`src/rtl/rv_fetch_pkg.sv`:
```
// Shared fetch-side types and helpers for the instruction aligner.
// The compressed-instruction path is enabled by defining ALIGNER_RVC_EN.
package rv_fetch_pkg;

   typedef logic [15:0] halfword_t;

   typedef enum logic [1:0] {
      EMPTY = 2'd0,
      H1    = 2'd1,
      H2    = 2'd2,
      H3    = 2'd3
   } aligner_state_e;

   // Low opcode bits that mark a full 32-bit instruction.
   localparam logic [1:0] OPC_LEN32 = 2'b11;

   function automatic logic is_compressed(input halfword_t hw);
      return hw[1:0] != OPC_LEN32;
   endfunction

endpackage

```
`src/rtl/halfword_fifo.sv`:
```
// Three-entry halfword queue: pushes one or two halfwords, pops one or two.
// A same-cycle pop is applied first, and the push lands behind what remains.
module halfword_fifo
   import rv_fetch_pkg::*;
(
   input  logic           clk,
   input  logic           reset,
   input  logic           clear,
   input  logic           push,
   input  logic           push_lo,
   input  logic [31:0]    push_data,
   input  logic           pop,
   input  logic           pop_two,
   output aligner_state_e count,
   output halfword_t      head0,
   output halfword_t      head1
);

   halfword_t  q_q [3];
   halfword_t  q_d [3];
   logic [1:0] cnt_q;
   logic [1:0] cnt_d;
   logic [1:0] keep;

   // NOTE: every variable gets a default first so no path leaves it unassigned (no latch).
   always_comb begin
      q_d   = q_q;
      keep  = cnt_q;
      cnt_d = cnt_q;

      if (pop) begin
         if (pop_two) begin
            q_d[0] = q_q[2];
            q_d[1] = q_q[2];
            keep   = cnt_q - 2'd2;
         end else begin
            q_d[0] = q_q[1];
            q_d[1] = q_q[2];
            keep   = cnt_q - 2'd1;
         end
      end
      cnt_d = keep;

      if (push) begin
         if (push_lo) begin
            case (keep)
               2'd0: begin
                  q_d[0] = push_data[15:0];
                  q_d[1] = push_data[31:16];
               end
               2'd1: begin
                  q_d[1] = push_data[15:0];
                  q_d[2] = push_data[31:16];
               end
               default: q_d[2] = push_data[15:0];
            endcase
            cnt_d = keep + 2'd2;
         end else begin
            case (keep)
               2'd0:    q_d[0] = push_data[31:16];
               2'd1:    q_d[1] = push_data[31:16];
               2'd2:    q_d[2] = push_data[31:16];
               default: ;
            endcase
            cnt_d = keep + 2'd1;
         end
      end

      if (clear) cnt_d = 2'd0;
   end

   // NOTE: the storage is reset too, so the idle outputs read as zero rather than X.
   always_ff @(posedge clk or posedge reset) begin
      if (reset) begin
         cnt_q <= 2'd0;
         for (int i = 0; i < 3; i++) q_q[i] <= '0;
      end else begin
         // NOTE: sequential state uses non-blocking assignment so all registers update together.
         cnt_q <= cnt_d;
         q_q   <= q_d;
      end
   end

   assign count = aligner_state_e'(cnt_q);
   assign head0 = q_q[0];
   assign head1 = q_q[1];

endmodule

```
`src/rtl/instr_aligner.sv`:
```
// Fetch realigner: turns word-aligned fetch words into 16/32-bit instructions with PCs.
// Define ALIGNER_RVC_EN to enable compressed instructions; otherwise each word is one instruction.
module instr_aligner
   import rv_fetch_pkg::*;
#(
   parameter logic [31:0] RESET_PC = 32'h0000_0000
) (
   input  logic        clk,
   input  logic        reset,
   input  logic        flush,
   input  logic [31:0] flush_pc,
   input  logic        in_valid,
   output logic        in_ready,
   input  logic [31:0] in_addr,
   input  logic [31:0] in_data,
   output logic        out_valid,
   input  logic        out_ready,
   output logic [31:0] out_pc,
   output logic [31:0] out_instr,
   output logic        out_is_c,
   output logic [15:0] out_instr_16
);

`ifdef ALIGNER_RVC_EN
   localparam bit RVC_EN = 1'b1;
`else
   localparam bit RVC_EN = 1'b0;
`endif

   aligner_state_e count;
   halfword_t      hq0;
   halfword_t      hq1;
   logic [31:0]    pc_q;
   logic [31:0]    exp_addr_q;
   logic           skip_lo_q;
   logic           head_c;
   logic           push;
   logic           pop;

   // Without RVC the head is never compressed, so only whole words move through.
   assign head_c = RVC_EN && (count != EMPTY) && is_compressed(hq0);

   assign in_ready     = (count <= H1) || flush;
   assign out_valid    = !flush && (head_c || (count >= H2));
   assign out_is_c     = head_c;
   assign out_instr    = head_c ? {16'h0000, hq0} : {hq1, hq0};
   assign out_instr_16 = out_instr[15:0];
   assign out_pc       = pc_q;

   // Words off the expected address are still consumed, just not stored.
   assign push = in_valid && in_ready && !flush && (in_addr == exp_addr_q);
   assign pop  = out_valid && out_ready;

   halfword_fifo u_fifo (
      .clk       (clk),
      .reset     (reset),
      .clear     (flush),
      .push      (push),
      .push_lo   (!skip_lo_q),
      .push_data (in_data),
      .pop       (pop),
      .pop_two   (!head_c),
      .count     (count),
      .head0     (hq0),
      .head1     (hq1)
   );

   always_ff @(posedge clk or posedge reset) begin
      if (reset) begin
         pc_q       <= RESET_PC;
         exp_addr_q <= {RESET_PC[31:2], 2'b00};
         skip_lo_q  <= RVC_EN && RESET_PC[1];
      end else if (flush) begin
         pc_q       <= RVC_EN ? flush_pc : {flush_pc[31:2], 2'b00};
         exp_addr_q <= {flush_pc[31:2], 2'b00};
         skip_lo_q  <= RVC_EN && flush_pc[1];
      end else begin
         if (pop) pc_q <= pc_q + (head_c ? 32'd2 : 32'd4);
         if (push) begin
            exp_addr_q <= exp_addr_q + 32'd4;
            skip_lo_q  <= 1'b0;
         end
      end
   end

endmodule

```
`config.mk`:
```
export PLATFORM = sky130hd
export DESIGN_NAME = instr_aligner
export DESIGN_NICKNAME = d
export VERILOG_FILES = /design/src/rtl/rv_fetch_pkg.sv /design/src/rtl/halfword_fifo.sv /design/src/rtl/instr_aligner.sv
export SDC_FILE = /design/constraint.sdc
export NUM_CORES = 1
export LEC_CHECK = 0
export ABC_AREA = 1
export BUFFER_PORTS_ARGS = -buffer_cell sky130_fd_sc_hd__clkbuf_2
export CAP_MARGIN = 20
export CORE_MARGIN = 2
export CORE_UTILIZATION = 45
export DETAILED_ROUTE_END_ITERATION = 12
export HOLD_SLACK_MARGIN = 0.08
export PLACE_DENSITY_LB_ADDON = 0.12
export REMOVE_ABC_BUFFERS = 1
export SLEW_MARGIN = 10
export SYNTH_ARGS = -nofsm -noshare
export SYNTH_HDL_FRONTEND = slang
export SYNTH_HIERARCHICAL = 1
export SYNTH_SLANG_ARGS = --single-unit
```
`constraint.sdc`:
```
create_clock -name clk -period 6.8 [get_ports clk]
set_clock_uncertainty 0.15 [all_clocks]
set_input_delay 1.36 -clock clk [delete_from_list [all_inputs] [get_ports clk]]
set_output_delay 1.36 -clock clk [all_outputs]
set_load 0.01 [all_outputs]
```
; Word level (Yosys, flattened, before mapping)
; Cells that the tools add are included.
[word_totals]
output_inout_bits = 83
elab_cells = 49
input_bits = 101
reg_bits = 115
[classes]
order_cmp = 2
n_eq_ne = 5
reduce_logical = 11
n_addsub = 5
mux = 19
[ops]
columns = operator, count
row1 = two-way mux 32 bit, 5
row2 = two-way mux 48 bit, 2
row3 = adder 32 x 3 -> 32 bit (second input constant), 2
row4 = two-way mux 16 bit, 4
row5 = one-hot mux 16 bit (2 select lines), 2
row6 = == test 32 bit, 1
row7 = two-way mux 2 bit, 4
row8 = logical AND 1 bit, 5
row9 = nonzero test 2 bit, 2
row10 = AND reduction 3 bit, 1
row11 = adder 2 x 1 -> 2 bit (second input constant), 1
row12 = adder 2 bit (second input constant), 1
row13 = == test 2 x 1 -> 1 bit (second input constant), 1
row14 = == test 2 bit (second input constant), 1
row15 = greater-or-equal comparator 2 bit (second input constant), 1
row16 = <= comparator 2 x 1 -> 1 bit (second input constant), 1
row17 = zero test 2 bit, 1
row18 = two-way mux 1 bit, 2
row19 = != test 2 x 1 -> 1 bit (second input constant), 1
row20 = != test 2 bit (second input constant), 1
row21 = subtractor 2 bit (second input constant), 1
row22 = zero test 1 bit, 1
row23 = logical OR 1 bit, 1

; Longest topological paths before layout
; Gate-level depths: netlist of run 1.
[logic_depth]
ltp_word = 8
depth_mapped = 16
depth_no_buf = 15

; Hierarchy
; Netlist of run 1, hierarchy kept.
[modules_own_cells]
columns = mod, instances, area_each_um2, seq_area_each_um2, cells_each
row1 = instr_aligner, 1, 5126.2, 1501.4, 874
row2 = halfword_fifo, 1, 3617.2, 1251.2, 548

; Least setup slack after synthesis of run 1
; OpenSTA, ideal clock, no wires.
[synth_timing]
path_type = input port to flip-flop
from = in flush
to = reg u_fifo/q_q[1] (netlist name)
path_buffers = 4
setup_slack_ns = 3.024
setup_time_ns = 0.121
t_arrival_ns = 3.505
t_required_ns = 6.529
cell_stages = 16
cell_sequence = inv_2 > nand2_2 > nor2_2 > buf_2 > nand2_1 > nand2_1 > nand2_4 > buf_2 > ha_1 > clkbuf_1 > or2_2 > clkbuf_1 > nand2_1 > o21ai_0 > nand2_1 > o21ai_1
[synth_via]
elab_cells_between_ends = 16
cone_classes = 4 x eq/ne / 3 x mux / 9 x reduce/logical
[synth_rtl]
columns = element, line
row1 = from (decl), instr_aligner.sv:10  ; input logic flush,
row2 = logical OR 1 bit, instr_aligner.sv:43  ; assign in_ready = (count <= H1) || flush;
row3 = net in_ready, instr_aligner.sv:13  ; output logic in_ready,
row4 = logical AND 1 bit (3 in series), instr_aligner.sv:51  ; assign push = in_valid && in_ready && !flush && (in_addr == exp_addr_q);
row5 = AND reduction 3 bit (no line), --
row6 = to (signal assigned), halfword_fifo.sv:80  ; q_q <= q_d;
row7 = to (decl), halfword_fifo.sv:19  ; halfword_t q_q [3];
; The timed path passes the listed nets, and every way through them passes these cells.
; A chain may end at the register's enable or synchronous reset.

; Final worst setup path of run 1
[layout_timing]
from = in flush
to = reg u_fifo/q_q[5] (netlist name)
[layout_via]
elab_chain_cells = 7
elab_cells_between_ends = 16
cone_classes = 4 x eq/ne / 3 x mux / 9 x reduce/logical
[layout_rtl]
columns = element, line
row1 = zero test 1 bit, "instr_aligner.sv:44, instr_aligner.sv:51"
row2 = logical AND 1 bit, instr_aligner.sv:44  ; assign out_valid = !flush && (head_c || (count >= H2));
row3 = logical AND 1 bit, instr_aligner.sv:52  ; assign pop = out_valid && out_ready;
row4 = two-way mux 2 bit, halfword_fifo.sv:31  ; if (pop) begin
row5 = "== test 2 x 1 -> 1 bit, or another cell as far along", halfword_fifo.sv:46  ; case (keep)
row6 = "one-hot mux 16 bit (2 select lines), or another cell as far along", halfword_fifo.sv:46
row7 = two-way mux 48 bit / AND reduction 3 bit (equally long branches), --
; Parallel ways exist; a longest one is shown, timed or not.

==> impl_metrics.csv, run 1 <==
group,metric,value,unit
worst_setup_path,critPathMaxStageDelay,0.71,ns
power_and_ir_drop,seq_power_share,45.9,%
logic_synthesis,ys_seq_elements,110,
logic_synthesis,synth_area_leaders,"dfrtp_1 31%, nand2_1 24%, nand3_1 12%, inv_1 6.6%, buf_4 5.1%",
placed_design,io_buffers,178,
die,ios,184,
cells_and_area,drive_gt1_share,15.59,%
worst_setup_path,worstPathCellList,"clkbuf_2, inv_2, nand2_2, nor2_4, buf_4, nand3_2, nand2_2, ha_1, or2_2, nand2_1, o21ai_0, nand2_1, o21ai_1",
min_path,min_from,"u_fifo/q_q[12]",
drt,wl,27.13,mm
cells_and_area,area_delta_synth_final,11.53,%
worst_setup_path,end_kind,"flip-flop",
logic_synthesis,async_flop_share,100.0,%
timing,worstMarginPinSlew,1.103,ns
global_routing,grt_usage,26.27,%
cts,clk_pin_slew_worst_paths,0.08,ns
die,die-area,20560,µm²
worst_setup_path,worst-endpoint-required,6.94,ns
placed_design,place_congestion,0.9061,
drt,num_vias,9061,
global_routing,grt_pass1_wl,42.34,mm
outcome,status,"finished clean",
global_routing,grt_max_degree,70,
logic_synthesis,syn_area_per_cell,6.149,µm²
power_and_ir_drop,power_frac_clock,36.3,%
logic_synthesis,yosysTopAreaCell,"dfrtp_1",
cells_and_area,final_common_cell,"nand2_1",
die,die_y,143.4,µm
logic_synthesis,synth_edf_count,0,
die,core,18890,µm²
die,rows,50,
cts,cts_tree,"done",
drt,ant_nets,0,
timing,fin_crit,4.023,ns
drt,drc,0,
timing,whs,0.3662,ns
logic_synthesis,synth_top_area_share,31.48,%
cells_and_area,postLayoutCoreUtil,51.62,%
drt,drtPass1Iterations,7,
global_routing,grt_antenna_before_repair,1,
logic_synthesis,yosys_warnings,6,
worst_setup_path,crit_path_top_delay_cell,"ha_1",
power_and_ir_drop,power_frac_comb,17.8,%
drt,drt_iter0_markers,679,
global_routing,grt_pass1_vias,8114,
worst_setup_path,path_max_fanout,34,
min_path,worstHoldPathCells,2,
cells_and_area,nets,1626,
timing,finalSetupTns,0,ns
power_and_ir_drop,leakagePower,5.426,nW
global_routing,grt_most_used_layer,"met2",
timing,timing.fmax,248.6,MHz
worst_setup_path,cp_data_arrival_time,4.16,ns
logic_synthesis,yosysUniqueCellTypes,38,
worst_setup_path,reg2regPathDepth,11,
cts,clk_latency,0.36,ns
cts,htreeDepth,3,
timing,finalSetupViolations,0,
worst_setup_path,rrSetupSlack,3.60,ns
worst_setup_path,start_kind,"input port",
power_and_ir_drop,power_density,171.4,nW/µm²
min_path,min-delay-path-class,"reg2reg",
global_routing,grt.overflow.total,0,
cts,clockRootBuffer,"clkbuf_16",
worst_setup_path,path_class,"in2reg",
worst_setup_path,worstReg2RegEnd,"u_fifo/q_q[5]",
cts,hold_buffers,0,
timing,rsz0062_at_grt,"no",
placed_design,dp_hpwl,18.95,mm
logic_synthesis,synth_cells,1422,
cts,cts_sinks,110,
die,initial_utilization,46.28,%
cts,post_cts_buffers,0,
power_and_ir_drop,ir_drop,126.6,µV
power_and_ir_drop,p_switching,0.0005356,W
timing,maxSlewHeadroom,26.30,%
drt,vias_per_cell,5.068,
min_path,hold_end,"u_fifo/q_q[12]",
logic_synthesis,ys_seq_area_share,31.48,%
logic_synthesis,synthFlopType,"dfrtp_1",
cts,numCtsBuffers,9,
global_routing,use_met2,44.31,%
global_routing,use_met3,3.532,%
worst_setup_path,r2r-start,"u_fifo/count[1]",
cts,cts.path.max_buffers,2,
timing,finalHoldViolations,0,
drt,avgRoutedWirePerCell,15.17,µm
timing,post-route-period-util,59.16,%
global_routing,use_met1,34.90,%
timing,slew_viol_final,0,
job,timing.max_cap.violations,0,
cts,cts_resized,0,
cells_and_area,final_cell_mix,"566 x nand2_1, 202 x nand3_1, 178 x clkbuf_2",
die,die_w,143.4,µm
logic_synthesis,syn_area,8743,µm²
power_and_ir_drop,switching_share,32.04,%
power_and_ir_drop,internal_power,0.001136,W
==> power by group through the flow <==
stage          sequential (W)  combinational [W]  clock, W
2_1_floorplan        0.000761           0.000180         0
3_5_place_dp         0.000778           0.000295         0
4_1_cts              0.000766           0.000296  0.000616
6_report             0.000767           0.000298  0.000607
3_3_place_gp         0.000777           0.000290         0
5_1_grt              0.000774           0.000339  0.000644
==> flip-flops by register name, summed over array words and instances, names as in the netlist <==
name / count
u_fifo/head0: 16
u_fifo/count: 2
u_fifo/head1: 16
out_pc: 30
exp_addr_q: 30
u_fifo/q_q: 16
==> through the flow <==
step | setup slack, ns | std cells | total power (W) | instance area [µm²]
detailed placement | 2.415 | 1770 | 0.001073 | 9390
global route | 2.539 | 1787 | 0.001757 | 9749
global placement | 2.423 | 1770 | 0.001067 | 9390
floorplan | 1.485 | 1324 | 0.0009413 | 8109
CTS | 2.819 | 1786 | 0.001678 | 9722
finish | 2.777 | 1788 | 0.001672 | 9752
==> Yosys cell counts (all sizes together), types with 3 or more instances <==
cell / count
a21o: 3
or2: 3
o21ai: 75
clkbuf: 19
xnor2: 8
a21oi: 12
o211ai: 5
nor2: 105
buf: 85
a22oi: 4
dfrtp: 110
nand2: 578
nand3b: 3
ha: 3
nand3: 205
o31ai: 3
xor2: 16
nand4: 10
a21boi: 6
nor3: 4
inv: 157
==> per-layer routing <==
metal / share of wire (%) / routed length, µm
met1: 43 / 11730
met2: 48 / 13000
met3: 6.4 / 1741
met4: 2.4 / 654
met5: 0 / 0
==> final cells by class <==
class	instances	area, µm²
tap	260	325.3
inverter	158	598.1
multi-input combinational	1056	4763
fill	2011	9141
timing repair buffer	187	978.4
clock inverter	7	106.4
clock buffer	9	225.2
antenna	1	2.502
sequential	110	2753
==> worst max-delay path by stage <==
stage	slack, ns	endpoint	start
CTS	2.82	u_fifo/q_q[8]	flush
floorplan	1.48	u_fifo/q_q[15]	flush
global route	2.54	u_fifo/q_q[8]	flush
finish	2.78	u_fifo/q_q[5]	flush
global placement	2.42	u_fifo/q_q[8]	flush
detailed placement	2.41	u_fifo/q_q[8]	flush
==> worst max-delay path, delay by kind of cell <==
family          cells  cell delay [ns]
simple gates        7             1.18
fa+ha+maj           1             0.71
buf+inv             3             0.70
compound gates      2             0.19
==> logic make-up after synthesis <==
| group | Yosys count | share of synthesized area [%] |
|---|---|---|
| and+or+nand+nor | 911 | 44.29 |
| buffers and inverters | 262 | 14.35 |
| AOI/OAI and AO/OA | 110 | 6.955 |
| DFF | 110 | 31.48 |
| xor gates and xnor gates | 24 | 2.404 |
| adders and majority gates | 3 | 0.4294 |
| other | 2 | 0.08589 |
No activity file was read; power rests on OpenSTA's default activity.
==> inputs of run 2 (changes only) <==
==> constraint.sdc (replaced) <==
create_clock -name clk -period 4.17 [get_ports clk]
set_clock_uncertainty 0.15 [all_clocks]
set_input_delay 0.834 -clock clk [delete_from_list [all_inputs] [get_ports clk]]
set_output_delay 0.834 -clock clk [all_outputs]
set_load 0.01 [all_outputs]
==> run 2 against run 1 <==
Net effect:
- routed wire length down 0.27%
- clock power up 46%
- sequential share of layout area is 0.087 points higher
- first-iteration DRC count is 11% lower
- core utilization fell by 0.16 points
- critical path depth is the same
==> impl_metrics.csv, run 2 (synthesis results as in run 1) <==
group,metric,value,unit
cts,cts_sinks,110,
cts,post_cts_buffers,0,
drt,drc,0,
placed_design,post-place-cells,1776,
drt,vias_per_cell,5.022,
global_routing,grt_pass1_vias,8184,
power_and_ir_drop,leakagePower,5.421,nW
die,die_w,143.4,µm
worst_setup_path,end_kind,"flip-flop",
job,timing.max_cap.violations,0,
worst_setup_path,worst-endpoint-required,4.31,ns
worst_setup_path,path_class,"in2reg",
cts,cts_tree,"done",
drt,drtPass1Iterations,5,
die,core,18890,µm²
worst_setup_path,critPathMaxStageDelay,0.42,ns
cells_and_area,postLayoutCoreUtil,51.46,%
drt,wl,27.06,mm
cts,htreeDepth,3,
cts,clockRootBuffer,"clkbuf_16",
drt,drt_iter0_markers,601,
outcome,status,"finished clean",
cts,cts.path.max_buffers,2,
worst_setup_path,cp_data_arrival_time,3.24,ns
power_and_ir_drop,ir_drop,199.9,µV
global_routing,use_met1,34.51,%
die,ios,184,
timing,slew_viol_final,0,
drt,num_vias,9005,
worst_setup_path,path_max_fanout,36,
cells_and_area,area_delta_synth_final,11.19,%
global_routing,grt_antenna_before_repair,1,
worst_setup_path,start_kind,"input port",
cts,hold_buffers,0,
global_routing,grt_usage,26.45,%
min_path,min-delay-path-class,"in2async",
die,die_y,143.4,µm
global_routing,grt_max_degree,70,
cells_and_area,nets,1631,
timing,fin_crit,3.100,ns
timing,post-route-period-util,74.35,%
timing,finalSetupViolations,0,
cells_and_area,drive_gt1_share,15.73,%
cells_and_area,final_cell_mix,"566 x nand2_1, 202 x nand3_1, 178 x clkbuf_2",
timing,maxSlewHeadroom,38.84,%
global_routing,use_met3,4.565,%
timing,finalSetupTns,0,ns
worst_setup_path,crit_path_frequent_cell,"nand2_1",
cts,numCtsBuffers,9,
placed_design,place_congestion,0.8792,
global_routing,grt.overflow.total,0,
power_and_ir_drop,power_density,269.6,nW/µm²
worst_setup_path,crit_path_top_delay_cell,"or2_2",
timing,timing.fmax,322.5,MHz
timing,rsz0062_at_grt,"no",
placed_design,dp_hpwl,19.58,mm
global_routing,use_met2,45.66,%
timing,worstMarginPinSlew,0.9140,ns
cells_and_area,finalNonFillerCells,1793,
worst_setup_path,rrSetupSlack,1.22,ns
cts,cts_resized,0,
die,rows,50,
worst_setup_path,worstPathCellList,"clkbuf_2, inv_2, nand2_2, nor2_4, nand2_1, nand2_1, nand2_4, ha_1, buf_4, or2_2, o21ai_0, nand2_1, o21ai_1",
timing,finalHoldViolations,0,
global_routing,grt_pass1_wl,42.57,mm
drt,avgRoutedWirePerCell,15.09,µm
cts,clk_latency,0.37,ns
placed_design,io_buffers,178,
cts,clk_pin_slew_worst_paths,0.09,ns
die,die-area,20560,µm²
die,initial_utilization,46.28,%
cells_and_area,final_common_cell,"nand2_1",
drt,ant_nets,0,
global_routing,grt_most_used_layer,"met2",
## run 2: power breakdown
part | internal, W | total, W | switching, W
Sequential | 0.00113 | 0.00125 | 0.000123
Combinational | 0.000186 | 0.000485 | 0.000298
Clock | 0.000433 | 0.000884 | 0.000451
## run 2: worst max-delay path, delay by kind of cell
family | cells | cell delay, ns
simple gates | 7 | 1.36
fa+ha+maj | 1 | 0.31
buf+inv | 3 | 0.48
compound gates | 2 | 0.26
## run 2: layout make-up
type	instances	area, µm²
repair buffers	192	996.0
clock inverters	4	37.54
inverters	158	598.1
flip-flops and latches	110	2753
fillers	2015	9171
multi-input cells	1056	4763
diodes	1	2.502
clock buffers	12	246.5
well taps	260	325.3
## run 2: final timing paths
| check | cells after the start | endpoint | start |
|---|---|---|---|
| max in group asynchronous | 3 | u_fifo/head1[13] | reset |
| worst max-delay path | 13 | u_fifo/q_q[1] | flush |
| worst max register to register | 15 | u_fifo/head0[11] | exp_addr_q[25] |
| worst min-delay path | 2 | u_fifo/head0[4] | reset |
| worst min register to register | 2 | u_fifo/q_q[10] | u_fifo/q_q[10] |
| min in group clk | 2 | u_fifo/q_q[10] | u_fifo/q_q[10] |
## run 2: stage by stage
| step | power [W] | hold slack, ns | area (µm²) | setup WS [ns] |
|---|---|---|---|---|
| finish | 0.002621 | 0.3199 | 9722 | 1.070 |
| global route | 0.002759 | 0.3686 | 9719 | 0.8500 |
| CTS | 0.002627 | 0.3420 | 9719 | 1.080 |
| detailed placement | 0.001750 | 0.3449 | 9435 | 0.7062 |
| global placement | 0.001743 | 0.3486 | 9435 | 0.7182 |
| floorplan | 0.001535 | 0.3217 | 8109 | -0.6190 |
## run 2: routing by layer
layer  share of wire [%]  up-vias
li1                    -     4595
met1                  44     4113
met2                  49      272
met3                 6.0       25
met4                 1.5        0
met5                   0        -
==> inputs of run 3 (changes only) <==
==> constraint.sdc (replaced) <==
create_clock -name clk -period 2.9 [get_ports clk]
set_clock_uncertainty 0.15 [all_clocks]
set_input_delay 0.58 -clock clk [delete_from_list [all_inputs] [get_ports clk]]
set_output_delay 0.58 -clock clk [all_outputs]
set_load 0.01 [all_outputs]
==> run 3 against run 2 <==
Net effect:
- cell count up 0.56%
- hold slack worse by 0.21 ns
- register-to-register slack got worse by 0.65 ns
- critical endpoint is now u_fifo/head0[1]
- design area is 1.3% higher
- combinational power rose by 46%
- non-clock buffer count is 11 higher
- critical path type is now reg2reg
- worst setup slack worse by 0.50 ns
==> impl_metrics.csv, run 3 (synthesis results as in run 1) <==
group,metric,value,unit
outcome,status,"finished clean",
placed_design,io_buffers,178,
global_routing,grt_usage,26.35,%
timing,finalSetupViolations,0,
timing,whs,0.1116,ns
worst_setup_path,path_class,"reg2reg",
timing,timing.fmax,428.5,MHz
drt,vias_per_cell,5.053,
power_and_ir_drop,power_density,382.8,nW/µm²
worst_setup_path,start_kind,"flip-flop",
timing,fin_crit,2.334,ns
power_and_ir_drop,leakagePower,5.484,nW
global_routing,grt_max_degree,69,
worst_setup_path,r2r-start,"exp_addr_q[29]",
worst_setup_path,crit_buf_inv,4,
die,rows,50,
timing,maxSlewHeadroom,53.34,%
cts,numCtsBuffers,9,
global_routing,grt_antenna_before_repair,1,
drt,avgRoutedWirePerCell,15.07,µm
die,die_w,143.4,µm
cts,cts_sinks,110,
power_and_ir_drop,ir_drop,277.6,µV
worst_setup_path,cp_top_family,"simple AND/OR/NAND/NOR gates",
global_routing,grt.overflow.total,0,
cts,cts.path.max_buffers,2,
cts,clk_pin_slew_worst_paths,0.08,ns
placed_design,place_congestion,0.8987,
worst_setup_path,end_kind,"flip-flop",
drt,drc,0,
min_path,min-delay-path-class,"in2async",
die,core,18890,µm²
timing,finalHoldViolations,0,
worst_setup_path,worst-endpoint-required,2.99,ns
worst_setup_path,critPathMaxStageDelay,0.47,ns
timing,worstMarginPinSlew,0.7000,ns
drt,ant_nets,0,
timing,rsz0062_at_grt,"no",
cells_and_area,nets,1642,
die,ios,184,
placed_design,dp_hpwl,19.50,mm
drt,drtPass1Iterations,5,
cts,cts_tree,"done",
worst_setup_path,crit_path_frequent_cell,"nand2_1",
cells_and_area,final_cell_mix,"566 x nand2_1, 202 x nand3_1, 178 x clkbuf_2",
drt,wl,27.17,mm
drt,num_vias,9110,
die,die-area,20560,µm²
timing,post-route-period-util,80.47,%
cts,htreeDepth,3,
cts,clockRootBuffer,"clkbuf_16",
cells_and_area,area_delta_synth_final,12.62,%
cts,post_cts_buffers,0,
worst_setup_path,crit_path_top_delay_cell,"dfrtp_1",
die,die_y,143.4,µm
worst_setup_path,path_max_fanout,16,
worst_setup_path,startpoint,"exp_addr_q[29]",
power_and_ir_drop,power,0.003769,W
cells_and_area,final_common_cell,"nand2_1",
cts,cts_resized,0,
worst_setup_path,worstPathCellList,"inv_1, nand2_1, nand2_1, inv_1, nand2_1, nor2_1, nand2_1, nor2_1, nand2_1, inv_1, buf_4, nand2_2, nand2_1, nand3_1",
cts,hold_buffers,0,
job,timing.max_cap.violations,0,
drt,drt_iter0_markers,570,
global_routing,grt_pass1_wl,42.23,mm
cells_and_area,drive_gt1_share,16.41,%
worst_setup_path,cp_data_arrival_time,2.43,ns
cts,clk_latency,0.36,ns
global_routing,grt_pass1_vias,7970,
cells_and_area,postLayoutCoreUtil,52.12,%
timing,slew_viol_final,0,
die,initial_utilization,46.28,%
run 3: cell count changes in the layout (fill, tap and decap cells not counted), sizes merged:
cell	before	now
buf	14	25
clkinv	3	1
clkbuf	190	189
clkinvlp	0	1
inv	159	160
run 3: path summary, 6_finish.rpt:
kind | cells past startpoint | endpoint | slack (ns)
worst max-delay path | 14 | u_fifo/head0[1] | 0.57
worst max register to register | 14 | u_fifo/head0[1] | 0.57
max in group asynchronous | 3 | exp_addr_q[19] | 1.89
min in group clk | 3 | out_pc[4] | 0.31
worst min-delay path | 2 | u_fifo/head0[15] | 0.11
worst min register to register | 2 | u_fifo/q_q[11] | 0.37
run 3: area by class of cell:
type / instances / area [µm²]
diodes: 1 / 2.502
clock buffers: 11 / 252.7
clock inverters: 4 / 36.28
fillers: 1995 / 9046
inverters: 158 / 598.1
multi-input cells: 1056 / 4763
flip-flops and latches: 110 / 2753
well taps: 260 / 325.3
repair buffers: 203 / 1116
run 3: stage by stage:
step	worst slack [ns]	TNS [ns]	std cells	area, µm²
6_report	0.5665	0	1803	9847
5_1_grt	0.3009	0	1802	9844
2_1_floorplan	-1.635	-87.73	1324	8109
3_3_place_gp	0.2789	0	1787	9555
4_1_cts	0.5591	0	1802	9844
3_5_place_dp	0.2516	0	1787	9555
run 3: power breakdown:
group          switching, W  internal [W]
Clock              0.000626      0.000640
Combinational      0.000432      0.000274
Sequential         0.000173       0.00162
Total               0.00123       0.00254
run 3: layer usage:
metal	wire length (µm)	share of wire [%]	track usage [%]
met5	0	0	0
met4	578	2.1	8.101
met3	1788	6.6	4.232
met2	13260	49	45.11
met1	11550	42	34.21
